===== src/rtl/cache_mem_arbiter.sv =====
// Serialises icache reads and dcache reads/writes onto a single-ported RAM.
// Each grant runs IDLE -> access -> RESP, and the owner's wait line drops for one cycle in RESP.
module cache_mem_arbiter #(
   parameter int ADDR_W  = 32,
   parameter int DATA_W  = 32,
   parameter int TIMEOUT = 255
) (
   input  logic              CLK,
   input  logic              RST,
   input  logic              iREN,
   input  logic [ADDR_W-1:0] iaddr,
   output logic              iwait,
   output logic [DATA_W-1:0] iload,
   input  logic              dREN,
   input  logic              dWEN,
   input  logic [ADDR_W-1:0] daddr,
   input  logic [DATA_W-1:0] dstore,
   output logic              dwait,
   output logic [DATA_W-1:0] dload,
   output logic              ramREN,
   output logic              ramWEN,
   output logic [ADDR_W-1:0] ramaddr,
   output logic [DATA_W-1:0] ramstore,
   input  logic [DATA_W-1:0] ramload,
   input  logic              ram_ready,
   output logic              ram_err
);

   localparam int CNT_W = $clog2(TIMEOUT + 1);

   typedef enum logic [1:0] {IDLE, IACC, DACC, RESP} state_t;

   state_t            state_q, state_d;
   logic [ADDR_W-1:0] addr_q, addr_d;
   logic [DATA_W-1:0] store_q, store_d;
   logic [DATA_W-1:0] resp_q, resp_d;
   logic [DATA_W-1:0] iload_q, iload_d;
   logic [DATA_W-1:0] dload_q, dload_d;
   logic [CNT_W-1:0]  cnt_q, cnt_d;
   logic              wr_q, wr_d;
   logic              owner_q, owner_d;   // 1 = data side
   logic              last_q, last_d;     // 1 = data side granted last
   logic              err_q, err_d;
   logic              d_req;
   logic              grant_d;
   logic              in_acc;
   logic              i_resp;
   logic              d_resp;

   always_ff @(posedge CLK) begin
      if (RST) begin
         state_q <= IDLE;
         addr_q  <= '0;
         store_q <= '0;
         resp_q  <= '0;
         iload_q <= '0;
         dload_q <= '0;
         cnt_q   <= '0;
         wr_q    <= 1'b0;
         owner_q <= 1'b0;
         last_q  <= 1'b0;
         err_q   <= 1'b0;
      end else begin
         state_q <= state_d;
         addr_q  <= addr_d;
         store_q <= store_d;
         resp_q  <= resp_d;
         iload_q <= iload_d;
         dload_q <= dload_d;
         cnt_q   <= cnt_d;
         wr_q    <= wr_d;
         owner_q <= owner_d;
         last_q  <= last_d;
         err_q   <= err_d;
      end
   end

   always_comb begin
      state_d = state_q;
      addr_d  = addr_q;
      store_d = store_q;
      resp_d  = resp_q;
      iload_d = iload_q;
      dload_d = dload_q;
      cnt_d   = cnt_q;
      wr_d    = wr_q;
      owner_d = owner_q;
      last_d  = last_q;
      err_d   = err_q;
      d_req   = dREN | dWEN;
      grant_d = 1'b0;
      case (state_q)
         IDLE: begin
            if (d_req || iREN) begin
               // On a tie the side that did not win last time is granted.
               grant_d = d_req && (!iREN || !last_q);
               owner_d = grant_d;
               last_d  = grant_d;
               addr_d  = grant_d ? daddr : iaddr;
               wr_d    = grant_d & dWEN;
               if (grant_d && dWEN) store_d = dstore;
               cnt_d   = '0;
               state_d = grant_d ? DACC : IACC;
            end
         end
         IACC, DACC: begin
            cnt_d = cnt_q + CNT_W'(1);
            if (ram_ready) begin
               if (!wr_q) resp_d = ramload;
               state_d = RESP;
            end else if (cnt_q == CNT_W'(TIMEOUT - 1)) begin
               err_d   = 1'b1;
               resp_d  = '0;
               state_d = RESP;
            end
         end
         RESP: begin
            if (owner_q) dload_d = resp_q;
            else         iload_d = resp_q;
            state_d = IDLE;
         end
         default: state_d = IDLE;
      endcase
   end

   assign in_acc   = (state_q == IACC) || (state_q == DACC);
   assign i_resp   = (state_q == RESP) && !owner_q;
   assign d_resp   = (state_q == RESP) && owner_q;
   assign ramREN   = in_acc & ~wr_q;
   assign ramWEN   = in_acc & wr_q;
   assign ramaddr  = addr_q;
   assign ramstore = store_q;
   assign iwait    = ~i_resp;
   assign dwait    = ~d_resp;
   assign iload    = i_resp ? resp_q : iload_q;
   assign dload    = d_resp ? resp_q : dload_q;
   assign ram_err  = err_q;

endmodule


===== config.mk =====
export PLATFORM = sky130hd
export DESIGN_NAME = cache_mem_arbiter
export DESIGN_NICKNAME = d
export VERILOG_FILES = /design/src/rtl/cache_mem_arbiter.sv
export SDC_FILE = /design/constraint.sdc
export NUM_CORES = 1
export LEC_CHECK = 0
export CORE_MARGIN = 3
export CORE_UTILIZATION = 47
export CTS_CLUSTER_DIAMETER = 40
export DETAILED_ROUTE_END_ITERATION = 12
export PLACE_DENSITY_LB_ADDON = 0.15
export SYNTH_ARGS = -nofsm -noshare
export SYNTH_HDL_FRONTEND = slang
export SYNTH_SLANG_ARGS = --single-unit

===== constraint.sdc =====
create_clock -name CLK -period 3.46 [get_ports CLK]
set_clock_uncertainty 0.2 [all_clocks]
set_input_delay 0.692 -clock CLK [delete_from_list [all_inputs] [get_ports CLK]]
set_output_delay 0.692 -clock CLK [all_outputs]
set_load 0.01 [all_outputs]

Yosys cells after proc, flatten, opt, wreduce, memory -nomap -nowiden

Cells that the tools add are included.

Muxes and demuxes: 13
Reduce and logical (&&, ||, !) cells: 21
Equal/unequal tests: 7
Add/sub/neg operators: 1
Bitwise gates (word level): 9

Operators by type and width:

| cell                                                 | number |
|---|---|
| 2-to-1 mux 32 bit                                    | 6 |
| one-hot mux 8 bit (2 select lines)                   | 1 |
| AND reduction 2 bit                                  | 5 |
| AND reduction 3 bit                                  | 3 |
| adder 8 x 1 -> 8 bit (second input constant)         | 1 |
| equality test 8 bit (second input constant)          | 1 |
| 2-to-1 mux 2 bit                                     | 4 |
| 2-to-1 mux 8 bit                                     | 1 |
| one-hot mux 2 bit (3 select lines)                   | 1 |
| NOT 1 bit                                            | 5 |
| equality test 2 bit (second input constant)          | 2 |
| logical AND 1 bit                                    | 4 |
| != test 2 bit (second input constant)                | 2 |
| nonzero test 2 bit                                   | 2 |
| AND 1 bit                                            | 3 |
| logical OR 1 bit                                     | 3 |
| != test 3 bit (second input constant)                | 1 |
| equality test 2 x 1 -> 1 bit (second input constant) | 1 |
| zero test 1 bit                                      | 2 |
| zero test 2 bit                                      | 1 |
| OR reduction 2 bit                                   | 1 |
| OR 1 bit                                             | 1 |

Bits of input ports: 134
Output and inout port bits: 133
Register bits after elaboration: 173

Depth between registers and ports, before layout

Gate-level depths: netlist (run 1).

Depth after elaboration: 6
Mapped depth: 8
Mapped depth without buffers: 6

Worst setup path before layout (run 1)

OpenSTA, ideal clock, no wires.

Kind: register to output
From: register state_q[0]
To: output iload[0]
Required time: 2.568 ns
Slack: 1.265 ns
Arrival: 1.303 ns
Path buffers: 2
Stages on the path, launching flop included: 6
Path through: dfxtp_1 -> ha_1 -> nand2b_1 -> buf_2 -> buf_2 -> mux2_2

Longest elaborated chain between the ends: 3

Ends and longest elaborated chain:

| what                   | line | text |
|---|---|---|
| from (decl)            | 33   | `state_t state_q, state_d;` |
| from (signal assigned) | 64   | `state_q <= state_d;` |
| equality test 2 bit    | 127  | `assign i_resp = (state_q == RESP) && !owner_q;` |
| logical AND 1 bit      | 127  |  |
| 2-to-1 mux 32 bit      | 135  | `assign iload = i_resp ? resp_q : iload_q;` |
| to (decl)              | 13   | `output logic [DATA_W-1:0] iload,` |

Every way passes these cells.

Final worst setup path (run 1)

From: register state_q[1]
To: output iload[27]

Same word-level chain as after synthesis.

==> results of run 1 <==
flip-flops by register name, indices dropped and copies added, names as in the netlist:
name,cells
wr_q,1
last_q,1
ramaddr,32
iload_q,32
dload_q,32
resp_q,32
ram_err,1
cnt_q,8
ramstore,32
state_q,2
metrics by stage:
stage	area [µm²]	hold slack (ns)
CTS	10000	0.259
global placement	9390	0.242
floorplan	6710	0.256
finish	10000	0.258
detailed placement	9390	0.247
global route	10000	0.276
worst paths after layout:
check                                          startpoint                   endpoint  slack (ns)  cells after the start
worst max register to register    state_q[0]$_SDFFE_PP0P_   ramaddr[14]$_SDFFE_PP0P_        0.90                      5
worst min register to register  ramstore[25]$_SDFFE_PP0P_  ramstore[25]$_SDFFE_PP0P_        0.26                      2
worst min-delay path            ramstore[25]$_SDFFE_PP0P_  ramstore[25]$_SDFFE_PP0P_        0.26                      2
worst max-delay path              state_q[1]$_SDFFE_PP0P_                  iload[27]        0.20                      5
power breakdown:
group / internal (W) / switching, W
Sequential: 0.00232 / 0.000199
Combinational: 0.000914 / 0.000893
Clock: 0.00132 / 0.000752
Total: 0.00455 / 0.00184
kinds of logic (layout without fill, tap and decap cells):
kind of cell    after synthesis  in the layout  synth area share [%]
simple gates                199            199                  14.4
flops                       173            173                  51.6
compound gates              114            114                  12.1
mux                          97             97                  15.7
buf+inv                      52            310                  4.68
xor+xnor                      6              6                 0.783
fa+ha+maj                     4              4                 0.746
worst max-delay path: stages, from the launching register on:
cell and delay, ns:
dfxtp_1 0.33, ha_1 0.20, nand2b_1 0.07, buf_4 0.41, mux2_2 0.42, clkdlybuf4s50_1 0.49
area by class of cell:
class                      instances  area share, %
tap                              180           2.24
timing repair buffer             275           27.3
clock inverter                    11           1.88
clock buffer                      21           4.59
inverter                           3          0.112
sequential                       173           34.5
multi-input combinational        420           29.4
routing by layer:
layer	share of wire [%]	track usage [%]	vias up
met3	8.1	8.37	27
met2	49	40.1	195
met4	2.4	7.65	0
met5	0	0	-
li1	-	-	2722
met1	40	26.8	2634
layout by cell type, fill, tap and decap left out, drive strengths merged, types with 3 or more instances in the layout:
cell / n
mux2i: 33
nor2: 44
a21oi: 38
xnor2: 6
nand3: 4
clkinv: 4
clkdlybuf4s50: 265
nor3: 4
inv: 3
bufinv: 5
nand2: 68
a211oi: 34
ha: 4
o21ai: 4
dfxtp: 173
mux2: 64
nor2b: 67
buf: 10
a22o: 32
clkbuf: 21
==> reports/results.tsv, run 1 <==
metric	value	unit
p_leak	3.98	nW
yosys_warnings	0	
multiInputGateArea	0.00295	mm²
grt_pass1_wl	29500	µm
cts_buffers	17	
yosysMostFrequentCell	dfxtp_1	
synth_cell_types	34	
final_util	72.1	%
place_hpwl	13200	µm
syn-num-nets	783	
numPortBuffers	266	
post_cts_resized	0	
track_usage	23.3	%
cts_sinks	173	
core-area	0.0139	mm²
htreeDepth	4	
first_global_vias	5696	
globalplace.congestion	0.842	
async_flop_share	0	%
crit_type	register to output port	
final_max_slew_viol_count	0	
max-slew-margin-rel	17.7	%
setup_viol	0	
drtAntennaViolNets	0	
syn_inst	645	
yosys_register_bits	173	
vias_per_cell	5.15	
cts_tree	done	
hold_class	register to register	
min_period	3.26	ns
cts-root-buf	clkbuf_16	
status	finished clean	
overflow	0	
seq_area_frac_synth	51.6	%
fin_ws	0.200	ns
synth.largest_area_cell	dfxtp_1	
irDropWorstVdd	0.490	mV
fp.dieW	125	µm
dp_worst_setup_slack	0.323	ns
max_cap_violations	0	
vias	5578	
cp_max_fo	33	
ios	267	
drive_above_1_share	12.1	%
seq_area	0.00346	mm²
synth_edf_count	0	
clk_pin_slew	0.06	ns
fp.dieArea	0.0157	mm²
tightest_slew	1.23	ns
layout.cells.non_filler	1083	
synth_top_area_share	51.6	%
critPathArrivalTime	2.37	ns
rows	43	
grt_max_degree	65	
insertedDiodeCount	0	
routed_wl	18400	µm
start_util	48.2	%
dieHeight	125	µm
synth.avg_cell_area	10.4	µm²
timing.final.hold_violations	0	
p_per_area	637	mW/mm²
fmax	307	MHz
clock_latency	0.42	ns
dp_cells	1051	
drc_errors	0	
antenna_found_initial	0	
endpoint_kind	output port	
detail_route.wl_per_cell	17.0	µm
synth_flop_cell	dfxtp_1	
critPathLaunchType	register	
nNetsFinal	1028	
grt_setup_unrepaired	no	
syn_area	0.00671	mm²
area_delta_synth_final	49.6	%
p_total	0.00639	W
fin_tns_setup	0	ns
required	2.57	ns
drt-initial-drc-count	275	
synth_area_leaders	dfxtp_1 52%, mux2_2 11%, nor2b_1 6.2%, mux2i_1 4.9%, a22o_1 4.2%	
netlist_top_cells_count	173 x dfxtp_1, 68 x nand2_1, 67 x nor2b_1	
n_fill_cell	1047	
clockBufferDepth	2	
hold_buffers	0	
drt_first_pass_iters	4	
post-cts-setup-buffers	0	
finalCritPeriodShare	94.2	%
No activity file was read; power rests on OpenSTA's default activity.
==> inputs of run 2 (changes only) <==
ABC_AREA = 1   (was unset)
CORE_UTILIZATION = 48   (was 47)
==> reports/results.tsv, run 2 <==
metric	value	unit
whs	0.253	ns
fp.dieW	128	µm
synth_mux_area_share	0	%
area_delta_synth_final	44.8	%
yosys_warnings	0	
seq_area	0.00346	mm²
endpoint_kind	output port	
synth_area_leaders	dfxtp_1 48%, nand2_1 8.1%, inv_1 7.5%, a21oi_1 7.4%, o21ai_0 6.7%	
tightest_slew	0.824	ns
synth_compound_area_share	16.6	%
detail_route.wl_per_cell	13.9	µm
drc_errors	0	
drive_above_1_share	7.81	%
final_common_cell	clkdlybuf4s50_1	
syn_inst	981	
clockBufferDepth	2	
cts_buffers	17	
min_from	cnt_q[0]$_SDFFE_PP0P_	
track_usage	23.8	%
overflow	0	
syn_area	0.00719	mm²
nNetsFinal	1354	
netlist_top_cells_count	173 x dfxtp_1, 155 x nand2_1, 143 x inv_1	
drt_first_pass_iters	5	
required	2.57	ns
synth_fa_ha_area_share	0.697	%
core-area	0.0146	mm²
synth_cell_types	27	
holdPathEnd	cnt_q[0]$_SDFFE_PP0P_	
syn-num-nets	1119	
r2r-start	state_q[0]$_SDFFE_PP0P_	
p_leak	4.86	nW
globalplace.congestion	0.798	
yosys.area_share.simple	21.7	%
htreeDepth	4	
vias_per_cell	4.83	
clk_pin_slew	0.06	ns
dieHeight	128	µm
final_cell_mix	265 x clkdlybuf4s50_1, 173 x dfxtp_1, 153 x nand2_1, 143 x inv_1, 110 x nor2_1	
fp.dieArea	0.0165	mm²
p_per_area	704	mW/mm²
grt_setup_unrepaired	yes	
final_max_slew_viol_count	0	
rrSetupSlack	1.33	ns
reg2reg_to	resp_q[14]$_SDFFE_PP0P_	
synth_xor_area_share	0	%
synth_flop_cell	dfxtp_1	
hold_class	register to register	
reg2reg_depth	7	
post-cts-setup-buffers	0	
max_cap_violations	0	
max-slew-margin-rel	45.1	%
seq_area_frac_synth	48.2	%
vias	6834	
synth.largest_area_cell	dfxtp_1	
place_hpwl	13300	µm
cp_max_fo	38	
routed_wl	19700	µm
crit_type	register to output port	
rows	44	
worstHoldPathCells	1	
timing.final.hold_violations	0	
setup_viol	0	
stdcell_area	0.0104	mm²
n_fill_cell	1213	
finalCritPeriodShare	96.2	%
status	finished clean	
ios	267	
synth_top_family_by_area	simple AND/OR/NAND/NOR gates	
cts_tree	done	
grt_pass1_wl	31700	µm
yosysMostFrequentCell	dfxtp_1	
final_util	71.3	%
synth_edf_count	0	
fmax	301	MHz
min_period	3.33	ns
multiInputGateArea	0.00281	mm²
cts-root-buf	clkbuf_16	
critPathLaunchType	register	
async_flop_share	0	%
drt-initial-drc-count	502	
cts_sinks	173	
layout.cells.non_filler	1414	
grt_max_degree	80	
postPlaceCellArea	0.00981	mm²
first_global_vias	6528	
start_util	49.3	%
synth_top_area_share	48.2	%
critPathArrivalTime	2.43	ns
clock_latency	0.42	ns
antenna_found_initial	1	
yosys_register_bits	173	
synth.avg_cell_area	7.32	µm²
irDropWorstVdd	0.411	mV
numPortBuffers	266	
dp_cells	1381	
drtAntennaViolNets	0	
fin_tns_setup	0	ns
## run 2: cell types whose count changed after synthesis, moves of 39 or more
cell and change:
nand2_1 +87, mux2_2 -64, nor2_1 +66, o21ai_0 +92, a21oi_1 +69, inv_1 +140, nand3_1 +39, nor2b_1 -67
## run 2: stage by stage
stage	worst slack [ns]	total power, W
2_1_floorplan	1.40	0.00428
3_3_place_gp	0.456	0.00545
3_5_place_dp	0.395	0.00547
4_1_cts	0.0680	0.00739
5_1_grt	-0.0228	0.00780
6_report	0.133	0.00732
## run 2: layer usage
metal	part of all wire [%]	global-route usage, %
met1	42	29.2
met2	46	38.2
met3	8.9	8.59
met4	3.1	9.43
met5	0	0
## run 2: worst max-delay path by stage
stage                            start   endpoint  slack (ns)
5_1_grt        state_q[0]$_SDFFE_PP0P_  iload[17]       -0.02
2_1_floorplan  state_q[0]$_SDFFE_PP0P_  dload[10]        1.40
6_report       state_q[0]$_SDFFE_PP0P_  iload[11]        0.13
3_3_place_gp   state_q[0]$_SDFFE_PP0P_  iload[29]        0.46
3_5_place_dp   state_q[0]$_SDFFE_PP0P_  iload[29]        0.40
4_1_cts        state_q[0]$_SDFFE_PP0P_   dload[5]        0.07
## run 2: where the power goes
group / switching [W] / leakage (nW) / total, W / internal [W]
registers: 0.000204 / 1.41 / 0.00260 / 0.00240
clock network: 0.000820 / 0.282 / 0.00189 / 0.00107
logic: 0.00157 / 3.16 / 0.00283 / 0.00126
## run 2: kinds of logic after synthesis
kind of cell | Yosys count
AND/OR/NAND/NOR | 356
buffers and inverters | 211
AO/OA/AOI/OAI | 237
adder cells (fa/ha/maj) | 4
flip-flops | 173
## run 2: cell type report
| class | count | area share (%) |
|---|---|---|
| flip-flops and latches | 173 | 33.3 |
| multi-input cells | 597 | 27.0 |
| repair buffers | 277 | 26.4 |
| inverters | 150 | 5.44 |
| clock buffers | 17 | 4.09 |
| well taps | 184 | 2.21 |
| clock inverters | 15 | 1.55 |
| diodes | 1 | 0.0240 |
## run 2: what timing repair did
action,in CTS,in global routing
endpoints found under the setup margin,14,11
gates resized for setup,1,1
pin swaps,0,0
hold buffers,0,0
## run 2: critical path: stages, from the launching register on
cell	delay (ns)
dfxtp_1	0.32
ha_1	0.25
nand2_4	0.33
buf_4	0.32
nand2_1	0.09
o21ai_0	0.14
inv_1	0.07
clkdlybuf4s50_1	0.48
==> inputs of run 3 (changes only) <==
CORE_UTILIZATION = 30   (was 48)
==> reports/results.tsv, run 3 (synthesized netlist as in run 2, its figures left out) <==
metric	value	unit
track_usage	16.3	%
globalplace.congestion	0.738	
cp.buffers_inverters	3	
antenna_found_initial	0	
crit_type	register to output port	
start_util	30.6	%
reg2reg_to	resp_q[28]$_SDFFE_PP0P_	
clk_pin_slew	0.07	ns
n_fill_cell	2381	
min_from	cnt_q[0]$_SDFFE_PP0P_	
post_cts_resized	0	
final_common_cell	clkdlybuf4s50_1	
final_max_slew_viol_count	0	
vias	6780	
crit_family	buffers and inverters	
first_global_vias	6478	
drt_first_pass_iters	4	
ios	267	
core-area	0.0235	mm²
drive_above_1_share	7.81	%
endpoint_kind	output port	
timing.final.hold_violations	0	
cts_tree	done	
place_hpwl	14700	µm
final_util	45.0	%
irDropWorstVdd	0.310	mV
routed_wl	21500	µm
vias_per_cell	4.38	
hold_buffers	0	
grt_max_degree	77	
p_total	0.00731	W
fmax	330	MHz
dp_cells	1516	
fp.dieW	161	µm
cts-root-buf	clkbuf_16	
drtAntennaViolNets	0	
grt_pass1_wl	34400	µm
final_cell_mix	265 x clkdlybuf4s50_1, 173 x dfxtp_1, 153 x nand2_1, 143 x inv_1, 110 x nor2_1	
overflow	0	
finalCritPeriodShare	87.5	%
drt-initial-drc-count	297	
fin_tns_setup	0	ns
rrSetupSlack	1.37	ns
reg2reg_depth	7	
critPathArrivalTime	2.14	ns
worstHoldPathCells	1	
p_leak	4.86	nW
holdPathEnd	cnt_q[0]$_SDFFE_PP0P_	
numPortBuffers	266	
layout.cells.non_filler	1548	
drc_errors	0	
clockBufferDepth	2	
cts_sinks	173	
path_cells	ha_1 > nand2_2 > buf_12 > o21ai_0 > inv_1 > clkdlybuf4s50_1	
p_per_area	691	mW/mm²
cp_max_fo	65	
nNetsFinal	1354	
fp.dieArea	0.0258	mm²
r2r-start	state_q[1]$_SDFFE_PP0P_	
grt_setup_unrepaired	no	
area_delta_synth_final	47.1	%
tightest_slew	0.862	ns
whs	0.264	ns
critPathMaxStageDelay	0.49	ns
status	finished clean	
detail_route.wl_per_cell	13.9	µm
wl_met1	9730	µm
dieHeight	161	µm
wl_met2	9540	µm
post-cts-setup-buffers	0	
rows	56	
dr_wl_met3	1970	µm
slowest_stage	clkdlybuf4s50_1	
clock_latency	0.42	ns
insertedDiodeCount	0	
required	2.57	ns
min_period	3.03	ns
cts_buffers	17	
max_cap_violations	0	
setup_viol	0	
hold_class	register to register	
max-slew-margin-rel	42.5	%
critPathLaunchType	register	
htreeDepth	4	
highest_layer	met4	
## run 3: cell count changes in the layout (fill, tap and decap cells not counted)
cell	previous run	this run
buf_4	11	10
inv_6	3	4
buf_6	1	0
nand2_2	7	8
bufinv_16	2	0
nand2_4	1	0
clkinv_8	0	2
diode_2	1	0
clkinvlp_4	3	1
inv_8	1	3
buf_12	0	2
clkinv_2	3	2
## run 3: worst max-delay path by stage
stage	from	end	slack, ns	cells past startpoint
2_1_floorplan	state_q[0]$_SDFFE_PP0P_	dload[10]	1.40	6
3_3_place_gp	state_q[1]$_SDFFE_PP0P_	iload[0]	0.85	6
5_1_grt	state_q[0]$_SDFFE_PP0P_	dload[14]	0.21	6
3_5_place_dp	dWEN	ramaddr[8]$_SDFFE_PP0P_	0.82	7
4_1_cts	state_q[1]$_SDFFE_PP0P_	iload[0]	0.38	6
6_report	state_q[1]$_SDFFE_PP0P_	dload[16]	0.43	6
## run 3: layer usage
metal  GRT usage, %  vias up
met1           20.6     3030
met2           25.4      202
met3           7.38       17
met5              0        -
met4           3.91        0
li1               -     3531
## run 3: power by group
part | leakage [nW] | internal [W] | switching (W) | total, W
Combinational | 3.17 | 0.00127 | 0.00157 | 0.00284
Clock | 0.280 | 0.000957 | 0.000909 | 0.00187
Sequential | 1.41 | 0.00239 | 0.000208 | 0.00260
Total | 4.86 | 0.00462 | 0.00269 | 0.00731
## run 3: layout make-up
cell class	count	area (µm²)	share of cell area [%]
Timing Repair Buffer	277	2770	26.2
Clock buffer	17	425	4.02
Clock inverter	15	145	1.37
Tap cell	319	399	3.78
Inverter	150	566	5.35
Sequential cell	173	3460	32.8
Multi-Input combinational cell	597	2810	26.5
## run 3: metrics by stage
| step | worst slack [ns] | area, µm² |
|---|---|---|
| after floorplan | 1.40 | 7190 |
| after global placement | 0.853 | 10000 |
| after detailed placement | 0.820 | 10000 |
| after CTS | 0.380 | 10600 |
| after global routing | 0.209 | 10600 |
| final | 0.432 | 10600 |
